### src/rtl/uart_rx.sv
// 8N1 asynchronous serial receiver: recovers bytes from rx with a local
// bit-timing counter, sampling mid-bit, and flags bad stop bits.
module uart_rx #(
    parameter int SOURCE_CLK = 12000000,
    parameter int BAUD       = 9600,
    parameter int CNTR_W     = 16
) (
    input  logic       hwclk,
    input  logic       rst_n,
    input  logic       rx,
    output logic [7:0] rx_data,
    output logic       rx_valid,
    output logic       frame_err,
    output logic       busy,
    output logic [1:0] dbg_state
);

    localparam int N    = SOURCE_CLK / BAUD;
    localparam int HALF = N / 2;

    localparam logic [CNTR_W-1:0] BIT_LAST  = CNTR_W'(N - 1);
    localparam logic [CNTR_W-1:0] HALF_LAST = CNTR_W'(HALF - 1);

    typedef enum logic [1:0] {
        IDLE  = 2'd0,
        START = 2'd1,
        DATA  = 2'd2,
        STOP  = 2'd3
    } state_t;

    state_t              state;
    logic [CNTR_W-1:0]   cnt;
    logic [2:0]          bit_idx;
    logic [7:0]          shift_reg;
    logic                rx_m;
    logic                rx_s;
    logic                rx_p;
    logic                rx_fall;

    // A held-low line never re-arms the receiver; only a real 1->0 transition does.
    assign rx_fall   = rx_p & ~rx_s;
    assign dbg_state = state;

    always_ff @(posedge hwclk or negedge rst_n) begin
        if (!rst_n) begin
            rx_m      <= 1'b1;
            rx_s      <= 1'b1;
            rx_p      <= 1'b1;
            state     <= IDLE;
            cnt       <= '0;
            bit_idx   <= 3'd0;
            shift_reg <= 8'h00;
            rx_data   <= 8'h00;
            rx_valid  <= 1'b0;
            frame_err <= 1'b0;
            busy      <= 1'b0;
        end else begin
            rx_m      <= rx;
            rx_s      <= rx_m;
            rx_p      <= rx_s;
            rx_valid  <= 1'b0;
            frame_err <= 1'b0;

            case (state)
                IDLE: begin
                    if (rx_fall) begin
                        state <= START;
                        cnt   <= '0;
                        busy  <= 1'b1;
                    end
                end

                START: begin
                    if (cnt == HALF_LAST) begin
                        cnt <= '0;
                        if (!rx_s) begin
                            state   <= DATA;
                            bit_idx <= 3'd0;
                        end else begin
                            // Line bounced back high before mid-start: glitch, drop it.
                            state <= IDLE;
                            busy  <= 1'b0;
                        end
                    end else begin
                        cnt <= cnt + 1'b1;
                    end
                end

                DATA: begin
                    if (cnt == BIT_LAST) begin
                        cnt       <= '0;
                        shift_reg <= {rx_s, shift_reg[7:1]};
                        bit_idx   <= bit_idx + 3'd1;
                        if (bit_idx == 3'd7) begin
                            state <= STOP;
                        end
                    end else begin
                        cnt <= cnt + 1'b1;
                    end
                end

                STOP: begin
                    if (cnt == BIT_LAST) begin
                        cnt   <= '0;
                        state <= IDLE;
                        busy  <= 1'b0;
                        if (rx_s) begin
                            rx_data  <= shift_reg;
                            rx_valid <= 1'b1;
                        end else begin
                            frame_err <= 1'b1;
                        end
                    end else begin
                        cnt <= cnt + 1'b1;
                    end
                end

                default: begin
                    state <= IDLE;
                    busy  <= 1'b0;
                end
            endcase
        end
    end

endmodule

### config.mk
export PLATFORM = sky130hd
export DESIGN_NAME = uart_rx
export DESIGN_NICKNAME = d
export VERILOG_FILES = /design/src/rtl/uart_rx.sv
export SDC_FILE = /design/constraint.sdc
export NUM_CORES = 1
export LEC_CHECK = 0
export ABC_AREA = 1
export BUFFER_PORTS_ARGS = -buffer_cell sky130_fd_sc_hd__buf_4
export CORE_ASPECT_RATIO = 1.75
export CORE_MARGIN = 5
export CORE_UTILIZATION = 55
export CTS_CLUSTER_SIZE = 10
export DETAILED_ROUTE_END_ITERATION = 10
export PLACE_DENSITY = 0.74
export SLEW_MARGIN = 20
export SYNTH_ARGS = -nofsm -noshare
export SYNTH_HDL_FRONTEND = slang
export SYNTH_SLANG_ARGS = --single-unit
### constraint.sdc
create_clock -name hwclk -period 1.75 [get_ports hwclk]
set_input_delay 0.2625 -clock hwclk [delete_from_list [all_inputs] [get_ports hwclk]]
set_output_delay 0.2625 -clock hwclk [all_outputs]
set_load 0.01 [all_outputs]
### After elaboration in Yosys (flattened, before gate mapping)

Index checks and enable logic that the tools add are counted.

* bits in registers: 43
* input port bits: 3
* output and inout port bits: 13
* word-level logic and storage cells: 63

* $add $sub $neg: 2
* eq/ne operators: 13
* multiplexer cells: 26
* bitwise operators: 2
* reductions and logical operators: 9

Operators with widths (number)
* $mux W16: 3
* $pmux W16 S3: 1
* $add A16 B1 Y16 const B: 1
* $eq A16 B10 Y1 const B: 1
* $eq A16 B11 Y1 const B: 1
* $ne A2 B2 Y1 const B: 7
* $mux W2: 6
* $mux W1: 10
* $reduce_and A5 Y1: 2
* $mux W3: 3
* $pmux W2 S4: 1
* $pmux W3 S2: 1
* $eq A2 B2 Y1 const B: 2
* $reduce_and A4 Y1: 1
* $add A3 B1 Y3 const B: 1
* $eq A3 B3 Y1 const B: 1
* $pmux W1 S3: 1
* $reduce_and A3 Y1: 1
* $reduce_bool A3 Y1: 1
* $eq A2 B1 Y1 const B: 1
* $logic_not A2 Y1: 1
* $reduce_and A2 Y1: 1
* $reduce_bool A2 Y1: 1
* $reduce_or A2 Y1: 1
* 2 further kinds: 2

### Longest topological paths before layout

Gate-level depths: netlist (run 1).

* word-level depth: 4
* mapped depth: 12
* gate-level depth less buffers: 12

### Worst setup path before layout (run 1)

OpenSTA, ideal clock, no wires.

* path kind: register to register
* start point: register cnt[1]
* end point: register cnt[10]
* setup time: 121 ps
* arrival time: 1365 ps
* required time: 1629 ps
* setup slack: 265 ps
* cell stages (with the launch flop): 13
* period minus slack after synthesis: 1485 ps
* cells stage by stage: dfrtp_1 -> inv_1 -> ha_1 -> nand2_1 -> inv_1 -> nand2_1 -> nor2_1 -> nand2_1 -> nand2_1 -> nand2_2 -> buf_6 -> nand3_1 -> o21ai_1

* word-level cells in the longest chain between the ends: 3
* elaborated cells on any way between the ends: 6
* classes of those cells: 1 x add/sub; 2 x eq/ne; 3 x mux

RTL lines
* from (decl): RTL line 32 `logic [CNTR_W-1:0] cnt;`
* from (signal assigned): RTL line 85 `cnt <= cnt + 1'b1;`
* from (signal assigned): RTL line 98 `cnt <= cnt + 1'b1;`
* from (signal assigned): RTL line 114 `cnt <= cnt + 1'b1;`
* $add A16 B1 Y16, or another cell as far along: RTL line 85, 98, 114
* $mux W16 (on tied branches): RTL line 90, 103, 74
* $pmux W16 S3 *: RTL line 64 `case (state)`

Mark *: on every way between the ends. The rest lies on a longest branch, timed or not.
A chain may end at the register's enable or synchronous reset.

### Final worst setup path (run 1)

* start point: register cnt[1]
* end point: register bit_idx[2]

* word-level cells in the longest chain between the ends: 3
* elaborated cells on any way between the ends: 5
* classes of those cells: 4 x eq/ne; 1 x reduce/logical

RTL lines
* $eq A16 B11 Y1 / $eq A16 B10 Y1 (equally long branches): RTL line 90, 74
* $ne A2 B2 Y1 (no source line)
* $reduce_and A4 Y1 (no source line) *
* to (signal assigned): RTL line 93 `bit_idx <= bit_idx + 3'd1;`
* to (decl): RTL line 33 `logic [2:0] bit_idx;`

Marked as above.

==> impl.org, run 1 <==
** Run status
- Outcome :: completed

** Pwr
- Portion of total power attributed to sequential cells :: 43.8%
- In this run switching power makes up between 30% and 40% of total power.
- Internal power comes to approximately 1.7 mW.
- Combinational share of power :: between 30% and 40%
- Maximum VDD drop :: 0.0008008 V
- Power per standard cell area :: roughly 1000 nW/um2
- Switching pwr :: around 1.0 mW
- The share of total power dissipated in the clock network is between 20 and 25%.
- Leakage power :: 1.247 nW

** Finish
- Number of non-filler instances in the completed layout :: 360
- Top library cells by usage in the layout, fill and taps aside :: 85 x sky130_fd_sc_hd__nand2_1, 39 x sky130_fd_sc_hd__dfrtp_1, 35 x sky130_fd_sc_hd__inv_1
- The repair_antennas step left the layout with diodes totalling 0.
- The layout has about 380 filler cells.
- Most common cell after layout, fill and taps aside :: sky130_fd_sc_hd__nand2_1
- The register with the most flip-flops in the layout has 16 of them.
- Area added between synthesis and finish :: 13.55%
- Ratio of cells with drive above 1 in the final layout :: 22.83%
- Final core utilization :: 63.76%
- Nets :: roughly 320

** Floorplanning
- Number of I/O pins :: 16
- Height of the die :: around 96 um
- DIE WIDTH :: slightly below 60 um
- Area of the core region :: roughly 4100 um2
- Initial cell density of the core :: a little under three fifths
- The die covers 5644 um2.
- After floorplanning, the core was divided into 31 placement rows.

** Clock tree
- Clock tree from TritonCTS :: built
- Largest buffer count on any clock path :: 2
- Clock sink count :: between 40 and 50
- Root Driver :: sky130_fd_sc_hd__clkbuf_8
- Clock latency on the worst-skew pair :: 0.30 ns
- Cts bufs inserted :: 5
- Clock-pin slew was measured on the worst setup and hold paths at 0.08 ns.
- The H-tree was split into 2 levels.

** Yosys
- Per-instance average area after synthesis :: a little over 8 um2
- Counting distinct cell types in the post-synthesis netlist gives 27.
- Sequential cell area fraction in the yosys report :: between 40 and 50%
- The Yosys step of the flow raised 0 warnings.
- Cell count after synthesis :: between 200 and 300
- When the netlist entered floorplanning its net count stood at ~290.
- FF+latch count, synth :: 43
- After synthesis the cells add up to approximately 2300 um2.

** Timing
- Setup violations remaining at the end of the flow were counted as 0.
- Min Clock Period, post-route :: 1.628 ns
- RSZ-0062 raised after global routing :: true
- For the pin with the worst max-slew slack, the measured transition is roughly 0.53 ns.
- The final max-slew violation count came to 0.
- Highest clock frequency the design can meet :: a little over 600 MHz
- Worst-case headroom to the max-slew limit :: between 60% and 70%
- On the final layout, the worst clock skew is approximately 0.0045 ns.
- The count of final hold-check violations was 0.
- Fraction of the cycle the final worst path needs :: around 93%

** Global routing
- Entering global routing, the biggest net connects 44 pins.
- Residual overflow from global routing :: 0
- Global routing used between 10% and 20% of the available tracks across all layers.
- Number of global-route vias before repair :: approximately 1.9k
- Wire length of the first global-routing pass :: roughly 8.4 mm
- Number of antenna violations at the first check in global routing :: 0

** Routing
- After detailed routing, the average wire length per cell comes to 13.08 um.
- Met1 Routed Length :: 1.781 mm
- Highest routed layer :: met4
- Post-route DRC violation count :: 0
- Number of DRC violations after detailed-routing iteration 0 :: ~60
- Using the TritonRoute via totals, the vias-per-cell ratio works out to around 5.2.
- Summing over every cut layer, the via total after detailed routing is approximately 1.9k.
- In the detailed route, the total length drawn on met3 is a little under 200 um.
- The routed design has between 4 and 5 mm of wire.
- First-pass DRT Iterations :: 4
- DR WL met2 :: 2.584 mm
- DRT antenna net count :: 0

** Critical path
- Endpoint type of the worst setup path :: register
- Required arrival time at the worst endpoint :: ~2 ns
- Critical setup path kind :: register to register
- Reg-to-reg critical path startpoint :: cnt[1]
- Slack of the worst reg-to-reg path :: about 0.12 ns
- Type of origin of the critical path :: register
- In this run the worst setup path begins at cnt[1].
- Crit path DAT :: 1.87 ns
- Biggest fanout along the worst timing path :: 4

** Place
- The congestion estimate from routability-driven global placement came to 0.8502.
- Detailed placement ended at an HPWL of roughly 3.5 mm.
- Placed Cells :: between 300 and 400
- IO buf count :: 15

** Flow run
- Total of max-cap violations :: 0

** Worst hold path
- Class of the tightest hold or removal check :: input port to register
- The worst hold path begins at rx.
cells by family (layout without fill, tap and decap cells):
kind of cell	count (synthesis)	count (layout)	share of synthesized area, %
simple gates	149	149	29.38
fa+ha+maj	5	5	2.710
compound gates	37	37	10.62
buf+inv	44	71	8.238
flops	43	43	46.78
xor+xnor	6	6	2.276
Yosys cell counts:
cell type	n	area share, %
sky130_fd_sc_hd__nor2_2	4	1.1
sky130_fd_sc_hd__o21ai_2	16	6.1
sky130_fd_sc_hd__nand2_1	85	14
sky130_fd_sc_hd__nor3_1	4	0.87
sky130_fd_sc_hd__xnor2_1	1	0.38
sky130_fd_sc_hd__dfstp_2	3	3.4
sky130_fd_sc_hd__nand3_4	1	0.76
sky130_fd_sc_hd__inv_1	36	5.9
sky130_fd_sc_hd__buf_6	3	1.5
sky130_fd_sc_hd__or2_0	1	0.27
sky130_fd_sc_hd__nand3_1	14	3.0
sky130_fd_sc_hd__nand4_2	1	0.54
sky130_fd_sc_hd__buf_2	2	0.43
sky130_fd_sc_hd__o21ai_0	12	2.6
sky130_fd_sc_hd__nor2_4	1	0.49
sky130_fd_sc_hd__nand2_4	1	0.49
sky130_fd_sc_hd__nand3b_1	1	0.33
sky130_fd_sc_hd__nand4_1	4	1.1
sky130_fd_sc_hd__xor2_1	5	1.9
sky130_fd_sc_hd__nand3_2	4	1.7
sky130_fd_sc_hd__dfrtp_1	40	43
sky130_fd_sc_hd__nand2_2	3	0.81
sky130_fd_sc_hd__ha_1	5	2.7
sky130_fd_sc_hd__nor2_1	25	4.1
sky130_fd_sc_hd__o21ai_1	8	1.7
sky130_fd_sc_hd__a21oi_1	1	0.22
sky130_fd_sc_hd__inv_2	3	0.49
timing repair:
item / in CTS / in global routing
buffers inserted: 0 / 1
gates resized for setup: 0 / 8
endpoints found under the hold margin: 40 / 0
hold buffers: 1 / 0
endpoints found under the setup margin: 0 / 24
metal layers:
metal | GRT usage, % | up-vias
li1 | - | 940
met1 | 21.37 | 870
met2 | 34.41 | 37
met3 | 4.430 | 14
met4 | 9.641 | 0
met5 | 0 | -
path summary, 6_finish.rpt:
| check | cells past startpoint | end |
|---|---|---|
| setup / recovery | 13 | bit_idx[2] |
| hold / removal | 1 | rx_m |
| setup reg to reg | 13 | bit_idx[2] |
| hold reg to reg | 0 | rx_s |
| max in group asynchronous | 2 | cnt[0] |
| min in group asynchronous | 2 | cnt[8] |
stage by stage:
stage / setup WS [ns] / hold slack (ns) / setup TNS (ns) / power (mW) / area [um2]
2_1_floorplan: 0.2646 / -0.03309 / 0 / 1.812 / 2308
3_3_place_gp: 0.1020 / 0.2856 / 0 / 2.059 / 2491
3_5_place_dp: 0.01441 / 0.2834 / 0 / 2.075 / 2491
4_1_cts: 0.006018 / 0.06497 / 0 / 2.685 / 2582
5_1_grt: -0.009024 / 0.06119 / -0.01489 / 2.942 / 2621
6_report: 0.1219 / 0.06928 / 0 / 2.739 / 2621
final cells by class:
cell class              count  area (um2)  share of cell area (%)
multi-input cells         197        1069                   40.76
inverters                  39       146.4                   5.585
flip-flops and latches     43        1081                   41.24
repair buffers             24       182.7                   6.969
clock inverters             1       5.005                  0.1909
well taps                  49       61.31                   2.339
clock buffers               7       76.32                   2.912
power by group through the flow:
stage                     Clock (mW)  Sequential [mW]  Combinational [mW]
after floorplan                    0             1.20               0.610
after global placement             0             1.21               0.845
after detailed placement           0             1.21               0.861
after CTS                      0.624             1.20               0.866
after global routing           0.661             1.22                1.06
final                          0.609             1.20               0.930
critical path: stages, from the launching register on:
cell	delay (ns)
sky130_fd_sc_hd__dfrtp_1	0.38
sky130_fd_sc_hd__inv_1	0.13
sky130_fd_sc_hd__ha_4	0.16
sky130_fd_sc_hd__nand2_1	0.05
sky130_fd_sc_hd__inv_1	0.06
sky130_fd_sc_hd__nand2_1	0.04
sky130_fd_sc_hd__nor2_1	0.10
sky130_fd_sc_hd__nand2_1	0.09
sky130_fd_sc_hd__buf_4	0.15
sky130_fd_sc_hd__nand2_1	0.09
sky130_fd_sc_hd__nand2_1	0.06
sky130_fd_sc_hd__inv_1	0.11
sky130_fd_sc_hd__nand3_1	0.09
sky130_fd_sc_hd__nand2_1	0.06
Note: power is estimated with default switching activity, not from simulation.
==> run 2, diff against run 1 <==
- CORE_ASPECT_RATIO: 1.75 -> not set
- MAX_ROUTING_LAYER: not set -> met4
==> run 2 against run 1 <==
Cell count decreased by 0.28%. Clock skew increased by 0.0024 ns. Sequential share of layout area increased by 0.32 points. Combinational power decreased by 2.3%. First-iteration DRC count increased by 130%. Register-to-register slack improved by 0.03 ns. Final area decreased by 0.76%. Routed wire length decreased by 6.7%. Largest cell class unchanged. Core utilization increased by 0.81 points. Total power decreased by 0.30%.
==> impl.org, run 2 (same netlist as run 1, synthesis figures left out) <==
** Clock tree
- The setup fix buffers added after clock tree synthesis was 0 (unchanged).
- Clock tree from TritonCTS :: built (unchanged)
- Root Driver :: sky130_fd_sc_hd__clkbuf_8 (unchanged)
- Cts bufs inserted :: 5 (unchanged)
- Largest buffer count on any clock path :: 2 (unchanged)
- Number of levels in the clock H-tree :: 2 (unchanged)
- Clock sink count :: 43 (unchanged)
- The clock slew seen by the registers of the worst setup and hold paths is 0.08 ns (about the same).
- The clock latency reported for the late side of the worst-skew pair is 0.30 ns (about the same).

** Pwr
- Power consumption :: 2.731 mW (was 2.739 mW)
- The maximum resistive drop on vdd came to 0.0007406 V (was 0.0008008 V).
- The areal power density over the cells is 1050 nW/um2 (was 1045 nW/um2).
- The leakage power total was 1.233 nW (was 1.247 nW).

** Critical path
- Gate family responsible for the most delay along the worst path :: simple AND/OR/NAND/NOR gates (unchanged)
- The terminus of the critical flop-to-flop path is bit_idx[2] (unchanged).
- The data arrival at the endpoint of the critical path was 1.79 ns (was 1.87 ns).
- The critical path required time came to 1.94 ns (was 1.99 ns).
- Critical path depth in cells :: 12 (was 13)
- Worst reg-to-reg path cell count :: 12 (was 13)
- Endpoint of the worst setup timing path :: bit_idx[2] (unchanged)
- The critical path's most frequent cell was sky130_fd_sc_hd__nand2_1 (unchanged).
- The critical path class is register to register (unchanged).
- The slowest cell on the critical path is sky130_fd_sc_hd__dfrtp_1 (unchanged).
- Slack of the worst reg-to-reg path :: 0.15 ns (was 0.12 ns)
- The launch point of the worst reg-to-reg path was cnt[1] (unchanged).
- Slowest stage delay, CP :: 0.43 ns (was 0.38 ns)
- The launching element of the worst setup path was cnt[1] (unchanged).
- The maximum fanout encountered on the critical timing path came to 4 (unchanged).
- Type of origin of the critical path :: register (unchanged)
- Endpoint type of the worst setup path :: register (unchanged)
- The sum of buffers and inverters on the critical path came to 3 (was 4).
- Worst-path cell chain: inv_2 > ha_4 > nand2_1 > inv_1 > nand2_1 > nor2_1 > nand2_1 > buf_4 > nand2_1 > nand3_1 > nand2_1 > nand2_1 (was inv_1 > ha_4 > nand2_1 > inv_1 > nand2_1 > nor2_1 > nand2_1 > buf_4 > nand2_1 > nand2_1 > inv_1 > nand3_1 > nand2_1).

** Floorplanning
- Site row count :: 23 (was 31)
- Number of I/O pins :: 16 (unchanged)
- The placeable core region was 4029 um2 (was 4111 um2).
- Initial cell density of the core :: 57.30% (was 56.15%)
- Area of the die :: 5593 um2 (was 5644 um2)
- The horizontal die dimension was 74.79 um (was 58.98 um).
- The vertical extent of the die is 74.79 um (was 95.71 um).

** Timing
- RSZ-0062 raised after global routing :: false (was true)
- Count of final setup violators :: 0 (unchanged)
- The setup TNS after final layout came to 0 ns (unchanged).
- The transition at the pin with the smallest max-transition slack is 0.5216 ns (was 0.5302 ns).
- Fin Clk Skew :: 0.006821 ns (was 0.004453 ns)
- The final worst-path cycle share was 91.42% (was 93.04%).
- Highest clock frequency the design can meet :: 625.0 MHz (was 614.2 MHz)
- Worst-case headroom to the max-slew limit :: 65.23% (was 64.65%)
- The post-layout minimum cycle time came to 1.600 ns (was 1.628 ns).
- PnR worst setup slack :: 0.1501 ns (was 0.1219 ns)
- The count of final hold-check violations was 0 (unchanged).
- The final max-slew violation count was 0 (unchanged).

** Global routing
- The overall fraction of global-route tracks in use came to 19.09% (was 19.49%).
- Number of antenna violations at the first check in global routing :: 0 (unchanged)
- Residual overflow from global routing :: 0 (unchanged)
- Maximum number of pins on one net before global-route repair :: 44 (unchanged)
- The number of global-route vias before repair was 1680 (was 1907).
- The global-route wire length before repair was 7.734 mm (was 8.404 mm).

** Finish
- The layout cell share with drive strength beyond 1 came to 22.65% (was 22.83%).
- Nets :: 316 (was 318)
- The synthesis-to-layout area growth came to 12.68% (was 13.55%).
- The total inserted antenna cells was 0 (unchanged).
- Top library cells by usage in the layout, fill and taps aside: 85 x sky130_fd_sc_hd__nand2_1, 39 x sky130_fd_sc_hd__dfrtp_1, 34 x sky130_fd_sc_hd__inv_1 (was 85 x sky130_fd_sc_hd__nand2_1, 39 x sky130_fd_sc_hd__dfrtp_1, 35 x sky130_fd_sc_hd__inv_1).
- Max FFs per register :: 16 (unchanged)
- Most common cell after layout, fill and taps aside :: sky130_fd_sc_hd__nand2_1 (unchanged)
- Number of non-filler instances in the completed layout :: 359 (was 360)

** Run status
- Outcome :: completed (unchanged)

** Place
- The post-place setup slack came to 0.03870 ns (was 0.01441 ns).
- The count of input and output buffers is 15 (unchanged).
- Placed Cells :: 350 (unchanged)
- DP Wirelength :: 3.245 mm (was 3.536 mm)
- The final weighted congestion in routability-driven placement came to 0.9329 (was 0.8502).

** Routing
- WL final :: 4.393 mm (was 4.709 mm)
- The number of vias in the routed layout was 1794 (was 1861).
- The count of unresolved DRC violations after routing came to 0 (unchanged).
- The via density per instance was 4.997 (was 5.169).
- Number of DRC violations after detailed-routing iteration 0 :: 143 (was 61)
- The wire length per cell is 12.24 um (was 13.08 um).
- First-pass DRT Iterations :: 4 (unchanged)
- The antenna violation net count after detailed routing came to 0 (unchanged).

** Flow run
- Total of max-cap violations :: 0 (unchanged)

** Worst hold path
- The worst min-delay path class is input port to register (unchanged).
[run 2: changes by cell type in the layout (fill, tap and decap cells not counted), sizes merged]
cell / previous run / this run
clkinvlp: 0 / 1
buf: 23 / 21
clkbuf: 7 / 6
[run 2: how the worst min path moves through the flow]
stage	startpoint	endpoint	slack, ns	cells past startpoint
2_1_floorplan	rst_n	asynchronous set/reset pin	-0.03	0
3_3_place_gp	rst_n	cnt[11]	0.28	1
3_5_place_dp	rst_n	cnt[14]	0.28	1
4_1_cts	rx	rx_m	0.06	1
5_1_grt	rx	rx_m	0.05	1
6_report	rx	rx_m	0.07	1
[run 2: through the flow]
step	util (%)	cell area (um2)	hold WS [ns]
after floorplan	-	2308	-0.03309
after CTS	64.04	2580	0.05606
after detailed placement	61.68	2485	0.2779
after global routing	64.57	2601	0.04643
final	64.57	2601	0.07207
after global placement	61.68	2485	0.2786
[run 2: cell type report]
class / count / area (um2)
inverters: 39 / 146.4
flip-flops and latches: 43 / 1081
clock buffers: 6 / 72.57
multi-input cells: 197 / 1059
well taps: 50 / 62.56
repair buffers: 22 / 167.7
fillers: 358 / 1428
clock inverters: 2 / 12.51
[run 2: where the power goes]
part           internal, mW  switching [mW]
Combinational         0.319           0.590
Sequential             1.09           0.115
Clock                 0.279           0.336
Total                  1.69            1.04
[run 2: per-layer routing]
layer / GRT usage (%) / routed length, um / vias to the layer above
met5: - / 0 / -
met3: 4.539 / 183 / 7
met2: 27.51 / 1942 / 36
met1: 25.93 / 2172 / 813
met4: 7.905 / 94 / 0
li1: - / - / 938
[run 2: timing repair]
action	4_1_cts	5_1_grt
resized for setup	0	7
hold endpoints to repair	40	0
hold buffers	1	0
endpoints found under the setup margin	0	19
==> run 3, diff against run 2 <==
- CORE_ASPECT_RATIO: not set -> 1.4
==> run 3 against run 2 <==
Setup slack lost 0.0080 ns. Cell count decreased by 1.7%. First-iteration DRC count fell by 41%. Non-clock buffer count decreased by 1. Sequential power is essentially flat.
==> impl.org, run 3 (same netlist as run 1, synthesis figures left out) <==
** Run status
- Outcome :: completed (unchanged)

** Timing
- Final worst hold slack :: 0.07036 ns (was 0.07207 ns)
- The final max-slew violation count is 0 (unchanged).
- The post-layout minimum cycle time came to 1.608 ns (was 1.600 ns).
- The setup TNS after final layout came to 0 ns (unchanged).
- Fin Clk Skew :: 0.003398 ns (was 0.006821 ns)
- The maximum clock frequency was 621.9 MHz (was 625.0 MHz).
- The count of final hold-check violations was 0 (unchanged).
- The relative slew slack is 65.06% (was 65.23%).
- The transition at the pin with the smallest max-transition slack was 0.5241 ns (was 0.5216 ns).
- Fraction of the cycle the final worst path needs :: 91.88% (was 91.42%)
- Count of final setup violators :: 0 (unchanged)

** Global routing
- The global-route wire length before repair is 8.280 mm (was 7.734 mm).
- The overall fraction of global-route tracks in use is 19.36% (was 19.09%).
- The sum of overflow across all layers after global routing was 0 (unchanged).
- Number of global-route vias before repair :: 1894 (was 1680)
- Maximum number of pins on one net before global-route repair :: 44 (unchanged)
- Number of antenna violations at the first check in global routing :: 0 (unchanged)

** Floorplanning
- Height of the die :: 86.66 um (was 74.79 um)
- The count of standard-cell rows was 28 (was 23).
- Area of the die :: 5611 um2 (was 5593 um2)
- The horizontal die dimension was 64.76 um (was 74.79 um).
- The number of I/O pins came to 16 (unchanged).
- The placeable core region came to 4134 um2 (was 4029 um2).
- Initial cell density of the core :: 55.84% (was 57.30%)

** Pwr
- The leakage power total came to 1.254 nW (was 1.233 nW).
- The switching power was 1.045 mW (was 1.041 mW).
- Share of total power in the clock network :: 29.9% (was 22.5%)
- The areal power density over the cells came to 1147 nW/um2 (was 1050 nW/um2).
- Combinational share of power :: 30.0% (was 33.3%)
- The sequential group share of total power was 40.1% (was 44.2%).
- The proportion of total power due to net switching came to 34.58% (was 38.12%).
- Maximum VDD drop :: 0.0006277 V (was 0.0007406 V)
- Internal power :: 1.977 mW (was 1.690 mW)

** Finish
- Ratio of cells with drive above 1 in the final layout :: 22.73% (was 22.65%)
- The most common library cell in the layout ignoring fill and taps is sky130_fd_sc_hd__nand2_1 (unchanged).
- Number of non-filler instances in the completed layout :: 353 (was 359)
- The number of flip-flops under the largest register name was 16 (unchanged).
- The synthesis-to-layout area growth is 14.20% (was 12.68%).
- Top library cells by usage in the layout, fill and taps aside: 85 x sky130_fd_sc_hd__nand2_1, 40 x sky130_fd_sc_hd__dfrtp_1, 32 x sky130_fd_sc_hd__inv_1 (was 85 x sky130_fd_sc_hd__nand2_1, 39 x sky130_fd_sc_hd__dfrtp_1, 34 x sky130_fd_sc_hd__inv_1).
- Nets :: 315 (was 316)
- The total inserted antenna cells is 0 (unchanged).

** Place
- The final weighted congestion in routability-driven placement came to 0.8767 (was 0.9329).
- Placed Cells :: 344 (was 350)
- The count of input and output buffers is 15 (unchanged).
- DP Wirelength :: 3.413 mm (was 3.245 mm)

** Critical path
- The startpoint type of the worst setup path was a register (unchanged).
- Crit path DAT :: 1.84 ns (was 1.79 ns)
- The launch point of the worst reg-to-reg path is cnt[3] (was cnt[1]).
- The total stage count of the critical path is 6 (was 12).
- Worst-path cell chain :: nor2_2 > nand4_2 > nor2_4 > nand2_2 > or2_0 > nand2_1 (was inv_2 > ha_4 > nand2_1 > inv_1 > nand2_1 > nor2_1 > nand2_1 > buf_4 > nand2_1 > nand3_1 > nand2_1 > nand2_1)
- The maximum fanout encountered on the critical timing path came to 17 (was 4).
- Endpoint of the worst-slack reg-to-reg timing path :: bit_idx[0] (was bit_idx[2])
- Gate family responsible for the most delay along the worst path :: simple AND/OR/NAND/NOR gates (unchanged)
- The worst stage delay on the critical path came to 0.42 ns (was 0.43 ns).
- The critical path required time is 1.99 ns (was 1.94 ns).
- Critical setup path kind :: register to register (unchanged)
- The slowest cell on the critical path was sky130_fd_sc_hd__dfrtp_1 (unchanged).
- The register-to-register path setup slack came to 0.14 ns (was 0.15 ns).
- The endpoint class of the critical path was a register (unchanged).
- Count of buffer and inverter cells on the critical path :: 0 (was 3)
- The depth of the worst register-to-register path was 6 (was 12).

** Routing
- Number of vias per cell after detailed routing :: 5.161 (was 4.997)
- The count of TritonRoute iterations in the first routing pass was 4 (unchanged).
- DRT antenna net count :: 0 (unchanged)
- The number of vias in the routed layout was 1822 (was 1794).
- The sum of routed wire length over all layers came to 4.568 mm (was 4.393 mm).
- The wire length per cell came to 12.94 um (was 12.24 um).
- The count of unresolved DRC violations after routing came to 0 (unchanged).
- Number of DRC violations after detailed-routing iteration 0 :: 84 (was 143)

** Clock tree
- Number of levels in the clock H-tree :: 2 (unchanged)
- The clock slew seen by the registers of the worst setup and hold paths is 0.08 ns (about the same).
- Clock sink count :: 43 (unchanged)
- The total CTS buffers is 5 (unchanged).
- The clock latency reported for the late side of the worst-skew pair was 0.29 ns (was 0.30 ns).
- Root Driver :: sky130_fd_sc_hd__clkbuf_8 (unchanged)
- Clock tree from TritonCTS :: built (unchanged)
- Largest buffer count on any clock path :: 2 (unchanged)

** Worst hold path
- Worst Hold Endpoint :: rx_m (unchanged)
- The worst min-delay path class is input port to register (unchanged).
- The hold path startpoint was rx (unchanged).
- The number of stages on the worst hold path is 1 (unchanged).

** Flow run
- Total of max-cap violations :: 0 (unchanged)
run 3: worst max-delay path by stage:
stage,start,end,slack [ns]
final,cnt[3],bit_idx[0],0.14
after global routing,cnt[1],bit_idx[2],-0.0003
after CTS,cnt[1],cnt[5],0.02
after detailed placement,cnt[1],cnt[5],0.04
after global placement,cnt[1],cnt[8],0.10
after floorplan,cnt[1],cnt[10],0.26
run 3: layer usage:
metal,share of wire [%],wire length (um),up-vias,track usage [%]
li1,-,-,939,-
met1,42,1898,837,21.87
met2,53,2442,36,34.08
met3,2.9,131,10,3.761
met4,2.1,95,0,6.346
met5,0,0,-,-
run 3: area by class of cell:
class,instances,area (um2)
Fill cell,360,1498
Sequential cell,43,1080
Clock inverter,2,60.06
Multi-Input combinational cell,197,1061
Inverter,39,146.4
Timing Repair Buffer,21,160.2
Tap cell,45,56.30
Clock buffer,6,72.57
run 3: repair_timing:
item / in CTS / in global routing
endpoints found under the hold margin: 40 / 0
hold buffers: 1 / 0
setup endpoints to repair: 0 / 25
resized for setup: 0 / 8
buffers inserted: 0 / 0
run 3: stage by stage:
step           area (um2)  utilization, %  setup slack, ns  power, mW
5_1_grt              2636           63.77       -0.0002931      3.239
4_1_cts              2614           63.23          0.02355      2.984
6_report             2636           63.77           0.1421      3.023
3_5_place_dp         2471           59.78          0.03987      2.073
3_3_place_gp         2471           59.78           0.1050      2.048
2_1_floorplan        2308               -           0.2646      1.812
run 3: power by group through the flow:
stage | combinational (mW) | sequential [mW] | clock (mW)
final | 0.908 | 1.21 | 0.904
after global routing | 1.05 | 1.22 | 0.968
after CTS | 0.863 | 1.20 | 0.922
after detailed placement | 0.853 | 1.22 | 0
after global placement | 0.830 | 1.22 | 0
after floorplan | 0.610 | 1.20 | 0
